`src/rtl/encoder4x2_seq.sv`:
```
// encoder4x2_seq: edge-detecting 4-to-2 request encoder with a one-entry valid/ready output stage.
// Ports: clk; rst_n (sync, active-low); i0..i3 request lines; ready from consumer;
//        {o0,o1} encoded index (o0 = MSB); valid = code unconsumed; busy = requests pending;
//        ovf = sticky lost-request flag.
module encoder4x2_seq #(
  parameter int PRIO_MODE = 0
) (
  input  logic clk,
  input  logic rst_n,
  input  logic i0,
  input  logic i1,
  input  logic i2,
  input  logic i3,
  input  logic ready,
  output logic o0,
  output logic o1,
  output logic valid,
  output logic busy,
  output logic ovf
);
  typedef enum logic {EMPTY, HOLD} state_t;
  state_t state;
  logic [3:0] req, prev, pending, ev, clr, pend_nx;
  logic [1:0] sel, idx, last_grant;
  logic load, ovf_set;
  assign req = {i3, i2, i1, i0};
  assign ev = req & ~prev;
  assign load = (pending != 4'd0) && (state == EMPTY || ready);
  // Scan from the highest search offset down so the lowest offset that is pending wins;
  // round-robin rotates the search start to one past the last grant.
  always_comb begin
    sel = 2'd0;
    idx = 2'd0;
    for (int j = 3; j >= 0; j--) begin
      idx = (PRIO_MODE != 0) ? last_grant + 2'(j) + 2'd1 : 2'(j);
      if (pending[idx]) sel = idx;
    end
  end
  assign clr = load ? (4'b0001 << sel) : 4'd0;
  // A fresh event re-sets a bit cleared this edge; it is only lost if the bit stays pending.
  assign pend_nx = (pending & ~clr) | ev;
  assign ovf_set = |(ev & pending & ~clr);
  always_ff @(posedge clk) begin
    if (!rst_n) begin
      prev <= 4'd0;
      pending <= 4'd0;
      state <= EMPTY;
      valid <= 1'b0;
      o0 <= 1'b0;
      o1 <= 1'b0;
      busy <= 1'b0;
      ovf <= 1'b0;
      last_grant <= 2'd3;
    end else begin
      prev <= req;
      pending <= pend_nx;
      busy <= |pend_nx;
      ovf <= ovf | ovf_set;
      if (load) begin
        {o0, o1} <= sel;
        last_grant <= sel;
        valid <= 1'b1;
        state <= HOLD;
      end else if (state == HOLD && ready) begin
        valid <= 1'b0;
        state <= EMPTY;
      end
    end
  end
endmodule

```
`config.mk`:
```
export PLATFORM = sky130hd
export DESIGN_NAME = encoder4x2_seq
export DESIGN_NICKNAME = d
export VERILOG_FILES = /design/src/rtl/encoder4x2_seq.sv
export SDC_FILE = /design/constraint.sdc
export NUM_CORES = 1
export LEC_CHECK = 0
export ABC_AREA = 1
export CAP_MARGIN = 20
export CORE_AREA = 2 2 39 41
export CTS_BUF_LIST = sky130_fd_sc_hd__clkbuf_2
export DETAILED_ROUTE_END_ITERATION = 8
export DIE_AREA = 0 0 41 43
export PLACE_DENSITY = 0.84
export REMOVE_ABC_BUFFERS = 1
export SLEW_MARGIN = 20
export SYNTH_ARGS = -nofsm -noshare
export SYNTH_HDL_FRONTEND = slang
export SYNTH_SLANG_ARGS = --single-unit
```
`constraint.sdc`:
```
create_clock -name clk -period 1.35 [get_ports clk]
set_clock_uncertainty 0.2 [all_clocks]
set_input_delay 0.135 -clock clk [delete_from_list [all_inputs] [get_ports clk]]
set_output_delay 0.135 -clock clk [all_outputs]
set_load 0.005 [all_outputs]
```
==> results of run 1 <==
[critical path, stage by stage (launching register included)]
cell and delay, ns:
dfxtp_4 0.39, nor2_4 0.11, nand2_2 0.09, nor2_4 0.12, nand2_2 0.08, nand3_1 0.08
nand2_1 0.06, nor2_1 0.10, nor2_1 0.04
[power by group]
group / total (W) / internal, W / switching, W
Sequential: 0.000439 / 0.000419 / 0.0000197
Clock: 0.000212 / 0.0000785 / 0.000134
Combinational: 0.000223 / 0.000110 / 0.000113
[sequential cells by signal (all words and copies together) (netlist names)]
signal	count
prev	4
ovf	1
pending	4
o1	1
o0	1
valid	1
busy	1
[placed cells by master (no fill, tap or decap)]
| master | instances |
|---|---|
| a21oi_1 | 7 |
| a21oi_2 | 1 |
| a21oi_4 | 1 |
| buf_4 | 9 |
| clkbuf_2 | 4 |
| clkdlybuf4s50_1 | 6 |
| dfxtp_1 | 4 |
| dfxtp_2 | 8 |
| dfxtp_4 | 1 |
| dlygate4sd2_1 | 5 |
| inv_1 | 17 |
| inv_2 | 2 |
| nand2_1 | 18 |
| nand2_2 | 7 |
| nand3_1 | 3 |
| nor2_1 | 12 |
| nor2_4 | 3 |
| o21ai_0 | 1 |
[how the worst max path moves through the flow]
stage | endpoint | cells past startpoint | start
final | ovf$_SDFF_PN0_ | 8 | pending[1]$_SDFF_PN0_
after global routing | busy$_SDFF_PN0_ | 8 | valid$_SDFFE_PN0P_
after CTS | busy$_SDFF_PN0_ | 8 | pending[1]$_SDFF_PN0_
after detailed placement | busy$_SDFF_PN0_ | 8 | ready
after global placement | busy$_SDFF_PN0_ | 8 | ready
after floorplan | busy$_SDFF_PN0_ | 8 | pending[0]$_SDFF_PN0_
[metal layers]
layer  routed length, um  share of wire  vias up  global-route usage
met2                 721           0.56       11               0.322
met5                   0              0        -                   0
li1                    -              -      299                   -
met3                  60          0.047        2              0.0628
met4                  14          0.011        0              0.0800
met1                 486           0.38      241               0.172
[cell type report]
cell class | instances | share of cell area
repair buffers | 20 | 0.207
multi-input cells | 53 | 0.327
well taps | 16 | 0.0242
inverters | 19 | 0.0862
flip-flops and latches | 13 | 0.331
clock buffers | 4 | 0.0242
[cells by family (layout without fill, tap and decap cells)]
kind of cell / after synthesis / count (layout)
AND/OR/NAND/NOR: 43 / 43
buffers and inverters: 19 / 43
AO/OA/AOI/OAI: 10 / 10
flip-flops: 13 / 13
[stage by stage]
step	hold WS [ns]	worst slack (ns)	instances	area [um2]
after floorplan	0.0285	0.0588	85	577
after global placement	0.252	-0.176	119	759
after detailed placement	0.251	-0.235	119	759
after CTS	0.177	-0.0232	124	816
after global routing	0.206	-0.126	125	827
final	0.188	-0.0227	125	827
[timing repair]
item / 4_1_cts / 5_1_grt
hold endpoints to repair: 0 / 0
resized for setup: 21 / 3
endpoints found under the setup margin: 7 / 3
pin swaps: 8 / 3
buffers inserted: 1 / 1
==> impl_results.md, run 1 <==
- Drt total wl: 1280 um
- Core area: 1380 um2
- Synth area leaders: dfxtp_1 (45%), nand2_1 (15%), inv_1 (12%)
- Crit Path Category: reg2reg
- Reg2reg end: ovf$_SDFF_PN0_
- WL/cell: 10.3 um
- GRT Total Usage: 0.181
- First-pass GRT wire length: 2080 um
- Setup violators final: 2
- Total gr overflow: 0
- CTS Hold Bufs: 0
- Seq cells post-synth: 13
- Most frequent cell after synthesis: nand2_1
- Tot Pwr: 0.000874 W
- Storage cell area: 274 um2
- Worst EP arrival: 1.35 ns
- Post-route setup TNS: -0.0374 ns
- HP Class: in2reg
- Antenna violations before repair: 0
- Via/cell ratio: 4.42
- CTS Root Cell: clkbuf_2
- Multi-input gate area: 270 um2
- Max-slew violations: 0
- Largest net degree at the start of global routing: 9
- H-tree Lvls: 1
- Worst-skew pair later-pin latency: 0.29 ns
- Power Dens Cells: 1060 nW/um2
- Worst Hold End: prev[3]$_SDFF_PN0_
- DRC errors left: 0
- Number of antenna diodes: 0
- Failing checks: setup timing
- Die Height: 43 um
- Worst-path clk slew: 0.13 ns
- Synth Area in Adders: 0
- Synth top area share: 0.451
- DIE AREA: 1760 um2
- FMAX: 728 MHz
- Critical R2R Launch: pending[1]$_SDFF_PN0_
- Clk sinks: 13
- Final hold vios: 0
- Peak supply drop: 0.540 mV
- Complex-gate fraction of the synthesized area: 0.0998
- # port buffers: 11
- PnR worst setup slack: -0.0227 ns
- Reg2Reg Depth: 8
- Post-synth top cells: nand2_1 (23), inv_1 (19), dfxtp_1 (13)
- Share of cells above drive strength 1: 0.330
- Num CTS Buffers: 3
- HP Start: i3
- Post-synth top area cell: dfxtp_1
- Slew headroom: 0.830
- Main synth FF type: dfxtp_1
- Initial drt markers: 19
- Largest family of logic cells by synthesized area: simple AND/OR/NAND/NOR gates
- Multiplexer share of the synthesized area: 0
- Max Cap Viol: 0
- Worst reg2reg setup slack: -0.02 ns
- Chip width: 41 um
- Rows: 14
- Mapped Cells: 85
- RSZ-0062 raised after global routing: true
- Drt pass-1 iters: 4
- Average size of a mapped cell: 6.79 um2
- Post-synth ARST share: 0
- Clock buffer depth: 2
- Least-Margin Pin Slew: 0.255 ns
- XOR/XNOR Fraction of Synth Area: 0
- TritonCTS clock tree: done
- Vias: 553
- P_leak: 0.445 nW
- Outcome: complete, but fails checks
- GPL Wtd Cong: 0.826
- Number of synthesized flops with an enable pin: 0
- Filler cells: 138
- Final min period: 1.37 ns
- Yosys Warn Count: 0
- Critical Path RT: 1.32 ns
- Detailed placer's ending HPWL: 884 um
- Final antenna-violating net count: 0
- Yosys cell types: 11
- I/O pin cnt: 12
- Final period utilization: 1.02
- Post-layout util: 0.598
- Synthesis-to-finish area growth: 43.4%
- Synth Area in Simple Gates: 0.325
- Nets: 117
- Seq/Total Area, Yosys: 0.451
- Vias in the first global route: 517
- CP max FO: 3
- Hold Path Cell Cnt: 3
- Critical path launch point type: flip-flop
- Initial core utilization: 0.417
- Worst setup EP type: flip-flop
- Mapped cell area: 577 um2
Power figures use the tool's default switching activity.
==> run 2, diff against run 1 <==
--- a/config.mk
+++ b/config.mk
@@ -11,7 +11,8 @@
 export CTS_BUF_LIST = sky130_fd_sc_hd__clkbuf_2
 export DETAILED_ROUTE_END_ITERATION = 8
 export DIE_AREA = 0 0 41 43
-export PLACE_DENSITY = 0.84
+export DONT_BUFFER_PORTS = 1
+export PLACE_DENSITY = 0.72
 export REMOVE_ABC_BUFFERS = 1
 export SLEW_MARGIN = 20
 export SYNTH_ARGS = -nofsm -noshare
==> run 2 against run 1 <==
The run ends with hold timing, setup timing left. Largest cell class unchanged. Worst hold slack got worse by 0.32 ns. Via count fell by 4.9%. Count of clock-buffer cells in the layout is the same. Final cell count down 6.4%. Routed wire length decreased by 16%. Core utilization down 6.1 points. Critical path depth unchanged. Maximum frequency shrank 0.38%. Setup slack got worse by 0.0053 ns. Register-to-register slack is essentially flat. Die area did not move. Clock power is 2% lower.
==> impl_results.md, run 2 (same netlist as run 1, synthesis figures left out) <==
- Nets: 109 (-6.8%)
- Worst-path cell chain: nor2_4 -> nand2_2 -> nor2_4 -> nand2_1 -> nand2_1 -> nand2_1 -> nor2_1 -> a21oi_1
- FMAX: 726 MHz (-0.38%)
- Critical R2R Launch: pending[1]$_SDFF_PN0_
- GRT Total Usage: 0.154 (-0.0269)
- Commonest non-fill, non-tap cell in the layout: nand2_1
- Core area: 1380 um2 (unchanged)
- Final period utilization: 1.02 (+0.00392)
- H-tree Lvls: 1 (unchanged)
- Peak supply drop: 0.553 mV (+2.5%)
- Num CTS Buffers: 3 (unchanged)
- Critical path launch point type: flip-flop
- CTS Hold Bufs: 9 (+9)
- Post-Layout Cell Count: 117 (-6.4%)
- I/O pin cnt: 12 (unchanged)
- Outcome: complete, but fails checks
- Top Metal Used: met4
- Die Height: 43 um (unchanged)
- Slew headroom: 0.839 (+0.00889)
- Worst EP arrival: 1.35 ns (about the same)
- Synthesis-to-finish area growth: 28.9%
- Setup violators final: 1 (-1)
- Met3 wire len: 46 um (-23%)
- Reg2reg end: busy$_SDFF_PN0_
- Slowest CP cell: dfxtp_2
- Reg2Reg Depth: 8 (unchanged)
- Drt total wl: 1080 um (-16%)
- Vias in the first global route: 467 (-9.7%)
- Dpl cells: 102 (-14%)
- Vias: 526 (-4.9%)
- Power Dens Cells: 1090 nW/um2 (+2.8%)
- Worst setup EP type: flip-flop
- Drt pass-1 iters: 4 (unchanged)
- DRC errors left: 0 (unchanged)
- Via/cell ratio: 4.50 (+1.6%)
- Share of cells above drive strength 1: 0.168 (-0.162)
- P_leak: 0.405 nW (-9.1%)
- Routed met1 length: 528 um (+8.6%)
- CP max FO: 3 (unchanged)
- Final instance area: 743 um2 (-10%)
- Post-route setup TNS: -0.0280 ns (+0.00940 ns)
- Worst-path clk slew: 0.13 ns (about the same)
- Clk sinks: 13 (unchanged)
- DIE AREA: 1760 um2 (unchanged)
- Met2 Wirelength: 482 um (-33%)
- Antenna violations before repair: 0 (unchanged)
- CTS Root Cell: clkbuf_2
- Multi-input gate area: 250 um2 (-7.4%)
- Critical Path RT: 1.32 ns (about the same)
- Filler cells: 127 (-8.0%)
- Max Cap Viol: 0 (unchanged)
- Number of antenna diodes: 0 (unchanged)
- Hold Path Cell Cnt: 3 (unchanged)
- Rows: 14 (unchanged)
- Storage cell area: 264 um2 (-3.7%)
- PnR worst setup slack: -0.0280 ns (-0.00529 ns)
- Initial core utilization: 0.417 (unchanged)
- Slowest cell delay on critical path: 0.36 ns (-0.03 ns)
- Least-Margin Pin Slew: 0.242 ns (-0.0133 ns)
- TritonCTS clock tree: done
- Initial drt markers: 7 (-12)
- Chip width: 41 um (unchanged)
- WL/cell: 9.26 um (-9.7%)
- Worst-skew pair later-pin latency: 0.28 ns (about the same)
- Area after DPL: 604 um2 (-20%)
- Most frequent cells in the layout: nand2_1 (23), inv_1 (19), nor2_1 (12)
- HP Start: ready
- # port buffers: 0 (-11)
- Clock buffer depth: 2 (unchanged)
- Total gr overflow: 0 (unchanged)
- CP bufs+invs: 0 (unchanged)
- Worst Hold End: pending[0]$_SDFF_PN0_
- RSZ-0062 raised after global routing: true
- GPL Wtd Cong: 0.803 (-2.9%)
- Hold Worst Slack: -0.129 ns (-0.317 ns)
- Final min period: 1.38 ns (+0.00529 ns)
- Worst reg2reg setup slack: -0.03 ns (about the same)
- Failing checks: hold timing, setup timing
- Final hold vios: 3 (+3)
- Crit Path Category: reg2reg
- Final antenna-violating net count: 0 (unchanged)
- Max-slew violations: 0 (unchanged)
- Cell family with most CP delay: simple AND/OR/NAND/NOR gates
- Largest net degree at the start of global routing: 9 (unchanged)
- First-pass GRT wire length: 1820 um (-12%)
- Worst path depth: 8 (unchanged)
- HP Class: in2reg
- Top flop regs: pending (4), prev (4)
- Detailed placer's ending HPWL: 759 um (-14%)
- CP dominant cell by count: nand2_1
## run 2: changes by cell type in the layout (fill, tap and decap cells not counted), moves of 5 or more
cell             delta
dlygate4sd3_1       +7
nand2_2             -5
clkdlybuf4s50_1     -6
dfxtp_1             +6
dlygate4sd2_1       -5
buf_4               -6
nand2_1             +5
dfxtp_2             -5
## run 2: where the power goes
| part | internal [W] | leakage, nW | switching [W] |
|---|---|---|---|
| logic | 0.0000729 | 0.279 | 0.0000865 |
| registers | 0.000417 | 0.109 | 0.0000228 |
| clock network | 0.0000785 | 0.0166 | 0.000130 |
## run 2: cell type report
cell class              count  share of cell area
inverters                  19              0.0960
flip-flops and latches     13               0.355
clock buffers               4              0.0269
repair buffers             12               0.158
multi-input cells          53               0.337
well taps                  16              0.0269
## run 2: tightest hold or removal path, stage by stage
cell and delay [ns]:
nor2_4 0.03, nand2_1 0.08, a21oi_1 0.07
## run 2: metrics by stage
step | utilization | hold slack (ns) | total power, W | worst slack (ns)
CTS | 0.528 | -0.135 | 0.000809 | -0.0443
global placement | 0.437 | 0.0284 | 0.000570 | -0.0514
global route | 0.537 | -0.126 | 0.000853 | -0.124
floorplan | - | 0.0285 | 0.000549 | 0.0588
detailed placement | 0.437 | 0.0335 | 0.000573 | -0.0585
finish | 0.537 | -0.129 | 0.000807 | -0.0280
## run 2: what timing repair did
item | CTS | global route
setup buffers | 1 | 1
hold endpoints to repair | 13 | 3
resized for setup | 4 | 2
setup endpoints to repair | 2 | 4
pin swaps | 1 | 0
## run 2: layer usage
layer / GRT usage / up-vias
met4: 0.100 / 0
met3: 0.0366 / 3
met1: 0.192 / 225
met5: 0 / -
met2: 0.225 / 12
li1: - / 286
## run 2: worst max path at each step
stage                     slack (ns)         endpoint                  start
after global placement         -0.05  busy$_SDFF_PN0_  pending[3]$_SDFF_PN0_
after detailed placement       -0.06  busy$_SDFF_PN0_  pending[3]$_SDFF_PN0_
after CTS                      -0.04  busy$_SDFF_PN0_  pending[1]$_SDFF_PN0_
final                          -0.03  busy$_SDFF_PN0_  pending[1]$_SDFF_PN0_
after floorplan                 0.06  busy$_SDFF_PN0_  pending[0]$_SDFF_PN0_
after global routing           -0.12  busy$_SDFF_PN0_     valid$_SDFFE_PN0P_
==> run 3, diff against run 2 <==
--- a/config.mk
+++ b/config.mk
@@ -12,6 +12,7 @@
 export DETAILED_ROUTE_END_ITERATION = 8
 export DIE_AREA = 0 0 41 43
 export DONT_BUFFER_PORTS = 1
+export GPL_TIMING_DRIVEN = 0
 export PLACE_DENSITY = 0.72
 export REMOVE_ABC_BUFFERS = 1
 export SLEW_MARGIN = 20
==> run 3 against run 2 <==
The run still ends with hold timing, setup timing left. Combinational power is 21% higher. Sequential power about the same. Power increased by 3.0%. First-iteration DRC count grew 100%. Routed wire length grew 5.8%. Largest power group unchanged. Highest routed layer unchanged.
==> impl_results.md, run 3 (same netlist as run 1, synthesis figures left out) <==
- Outcome: complete, but fails checks
- Failing checks: hold timing, setup timing
- WL/cell: 9.63 um (+4.0%)
- Reg2Reg Depth: 8 (unchanged)
- H-tree Lvls: 1 (unchanged)
- CTS Root Cell: clkbuf_2
- Switching share of power: 0.297 (+0.00105)
- Peak supply drop: 0.642 mV (+16%)
- HP Class: in2reg
- Drt total wl: 1150 um (+5.8%)
- Final antenna-violating net count: 0 (unchanged)
- RSZ-0062 raised after global routing: true
- Least-Margin Pin Slew: 0.264 ns (+0.0224 ns)
- Reg power frac: 0.529 (-0.015)
- Met3 Use GR: 0.0995 (+0.0628)
- Share of cells above drive strength 1: 0.272 (+0.104)
- First-pass GRT wire length: 1850 um (+1.5%)
- Max Cap Viol: 0 (unchanged)
- Post-route setup TNS: -0.144 ns (-0.116 ns)
- Worst reg2reg setup slack: -0.09 ns (-0.07 ns)
- Dpl cells: 101 (-0.98%)
- Detailed placer's ending HPWL: 706 um (-7.0%)
- Hold Path Cell Cnt: 3 (unchanged)
- Vias in the first global route: 493 (+5.6%)
- Clock share of power: 0.239 (-0.019)
- Final instance area: 791 um2 (+6.4%)
- PnR worst setup slack: -0.0933 ns (-0.0652 ns)
- Worst-path clk slew: 0.12 ns (about the same)
- DRC errors left: 0 (unchanged)
- Total gr overflow: 0 (unchanged)
- Vias: 524 (-0.38%)
- Initial core utilization: 0.417 (unchanged)
- Logic pwr share: 0.231 (+0.033)
- GR Util met1: 0.176 (-0.0163)
- Critical path launch point type: flip-flop
- I/O pin cnt: 12 (unchanged)
- Die Height: 43 um (unchanged)
- Max-slew violations: 0 (unchanged)
- Final period utilization: 1.07 (+0.0483)
- CP max FO: 4 (+1)
- HP Start: ready
- Initial drt markers: 14 (+7)
- Worst-skew pair later-pin latency: 0.27 ns (about the same)
- Largest net degree at the start of global routing: 9 (unchanged)
- Core area: 1380 um2 (unchanged)
- Nets: 111 (+1.8%)
- Via/cell ratio: 4.40 (-2.1%)
- Drt pass-1 iters: 4 (unchanged)
- Crit Path Category: reg2reg
- Reg2reg end: busy$_SDFF_PN0_
- P_leak: 0.402 nW (-0.78%)
- Net Switching: 0.000247 W (+3.4%)
- Num CTS Buffers: 3 (unchanged)
- Final min period: 1.44 ns (+0.0652 ns)
- Worst setup EP type: flip-flop
- Clock buffer depth: 2 (unchanged)
- Slew headroom: 0.824 (-0.0150)
- Commonest non-fill, non-tap cell in the layout: nand2_1
- GRT busiest layer: met2
- Area after DPL: 597 um2 (-1.2%)
- Worst Hold End: pending[0]$_SDFF_PN0_
- Synthesis-to-finish area growth: 37.1%
- Setup violators final: 3 (+2)
- Rows: 14 (unchanged)
- GPL Wtd Cong: 0.770 (-4.1%)
- Chip width: 41 um (unchanged)
- Final hold vios: 3 (unchanged)
- Power Dens Cells: 1050 nW/um2 (-3.2%)
- Hold Worst Slack: -0.120 ns (+0.00919 ns)
- # port buffers: 0 (unchanged)
- FMAX: 693 MHz (-4.5%)
- TritonCTS clock tree: done
- Met2 Use GR: 0.250 (+0.0250)
- Post-Layout Cell Count: 119 (+1.7%)
- Most frequent cells in the layout: nand2_1 (19), inv_1 (17), nor2_1 (12)
- DIE AREA: 1760 um2 (unchanged)
- Critical Path RT: 1.31 ns (about the same)
- GRT Total Usage: 0.160 (+0.00605)
- Antenna violations before repair: 0 (unchanged)
- Number of antenna diodes: 0 (unchanged)
- Worst EP arrival: 1.40 ns (+0.05 ns)
- Critical R2R Launch: pending[0]$_SDFF_PN0_
- Internal power: 0.000584 W (+2.8%)
- Top flop regs: pending (4), prev (4)
- Clk sinks: 13 (unchanged)
## run 3: cell types whose count changed in the layout (fill, tap and decap cells not counted)
cell | previous run | this run
a21oi_2 | 2 | 0
a21oi_4 | 0 | 2
dlymetal6s4s_1 | 2 | 0
buf_4 | 3 | 5
nand3_2 | 0 | 1
dfxtp_4 | 0 | 2
dfxtp_1 | 10 | 8
inv_1 | 19 | 17
nand3_1 | 3 | 2
dlygate4sd3_1 | 7 | 9
nand2_2 | 2 | 6
nand2_1 | 23 | 19
inv_2 | 0 | 2
## run 3: worst max-delay path by stage
stage	end	startpoint	slack, ns	cells after the start
2_1_floorplan	busy$_SDFF_PN0_	pending[0]$_SDFF_PN0_	0.06	8
3_3_place_gp	busy$_SDFF_PN0_	pending[0]$_SDFF_PN0_	-0.06	8
3_5_place_dp	busy$_SDFF_PN0_	pending[0]$_SDFF_PN0_	-0.09	8
4_1_cts	busy$_SDFF_PN0_	pending[3]$_SDFF_PN0_	-0.03	7
5_1_grt	busy$_SDFF_PN0_	pending[0]$_SDFF_PN0_	-0.13	8
6_report	busy$_SDFF_PN0_	pending[0]$_SDFF_PN0_	-0.09	8
## run 3: power groups by stage
| stage | combinational [W] | sequential (W) | clock [W] |
|---|---|---|---|
| final | 0.000192 | 0.000440 | 0.000199 |
| after global routing | 0.000216 | 0.000445 | 0.000233 |
| after CTS | 0.000168 | 0.000441 | 0.000215 |
| after detailed placement | 0.000125 | 0.000445 | 0 |
| after global placement | 0.000122 | 0.000444 | 0 |
| after floorplan | 0.000108 | 0.000441 | 0 |
## run 3: worst max-delay path, cell delays in order (launching register included)
cell     delay (ns)
dfxtp_4        0.38
nor2_4         0.12
nand2_2        0.09
nor2_4         0.13
nand2_2        0.09
nand2_2        0.07
nand2_1        0.04
nor2_1         0.11
a21oi_1        0.08
## run 3: cell type report
| cell class | count | area, um2 |
|---|---|---|
| Clock buffer | 4 | 20.0 |
| Fill cell | 133 | 593 |
| Inverter | 19 | 71.3 |
| Multi-Input combinational cell | 53 | 280 |
| Sequential cell | 13 | 272 |
| Tap cell | 16 | 20.0 |
| Timing Repair Buffer | 14 | 128 |
## run 3: through the flow
step | power, W | hold slack, ns | setup WS, ns | utilization
3_3_place_gp | 0.000566 | 0.0290 | -0.0609 | 0.431
4_1_cts | 0.000825 | -0.142 | -0.0340 | 0.546
5_1_grt | 0.000894 | -0.109 | -0.133 | 0.571
3_5_place_dp | 0.000569 | 0.0339 | -0.0938 | 0.431
2_1_floorplan | 0.000549 | 0.0285 | 0.0588 | -
6_report | 0.000831 | -0.120 | -0.0933 | 0.571
## run 3: layer usage
layer / vias to the layer above / share of wire / routed length, um
li1: 286 / - / -
met1: 224 / 0.45 / 514
met2: 12 / 0.49 / 560
met3: 2 / 0.056 / 64
met4: 0 / 0.0061 / 7
met5: - / 0 / 0
## run 3: repair_timing
item,4_1_cts,5_1_grt
hold endpoints to repair,13,4
setup endpoints to repair,2,4
gates resized for setup,12,5
hold buffers,9,1
setup buffers,3,2
pin swaps,5,3
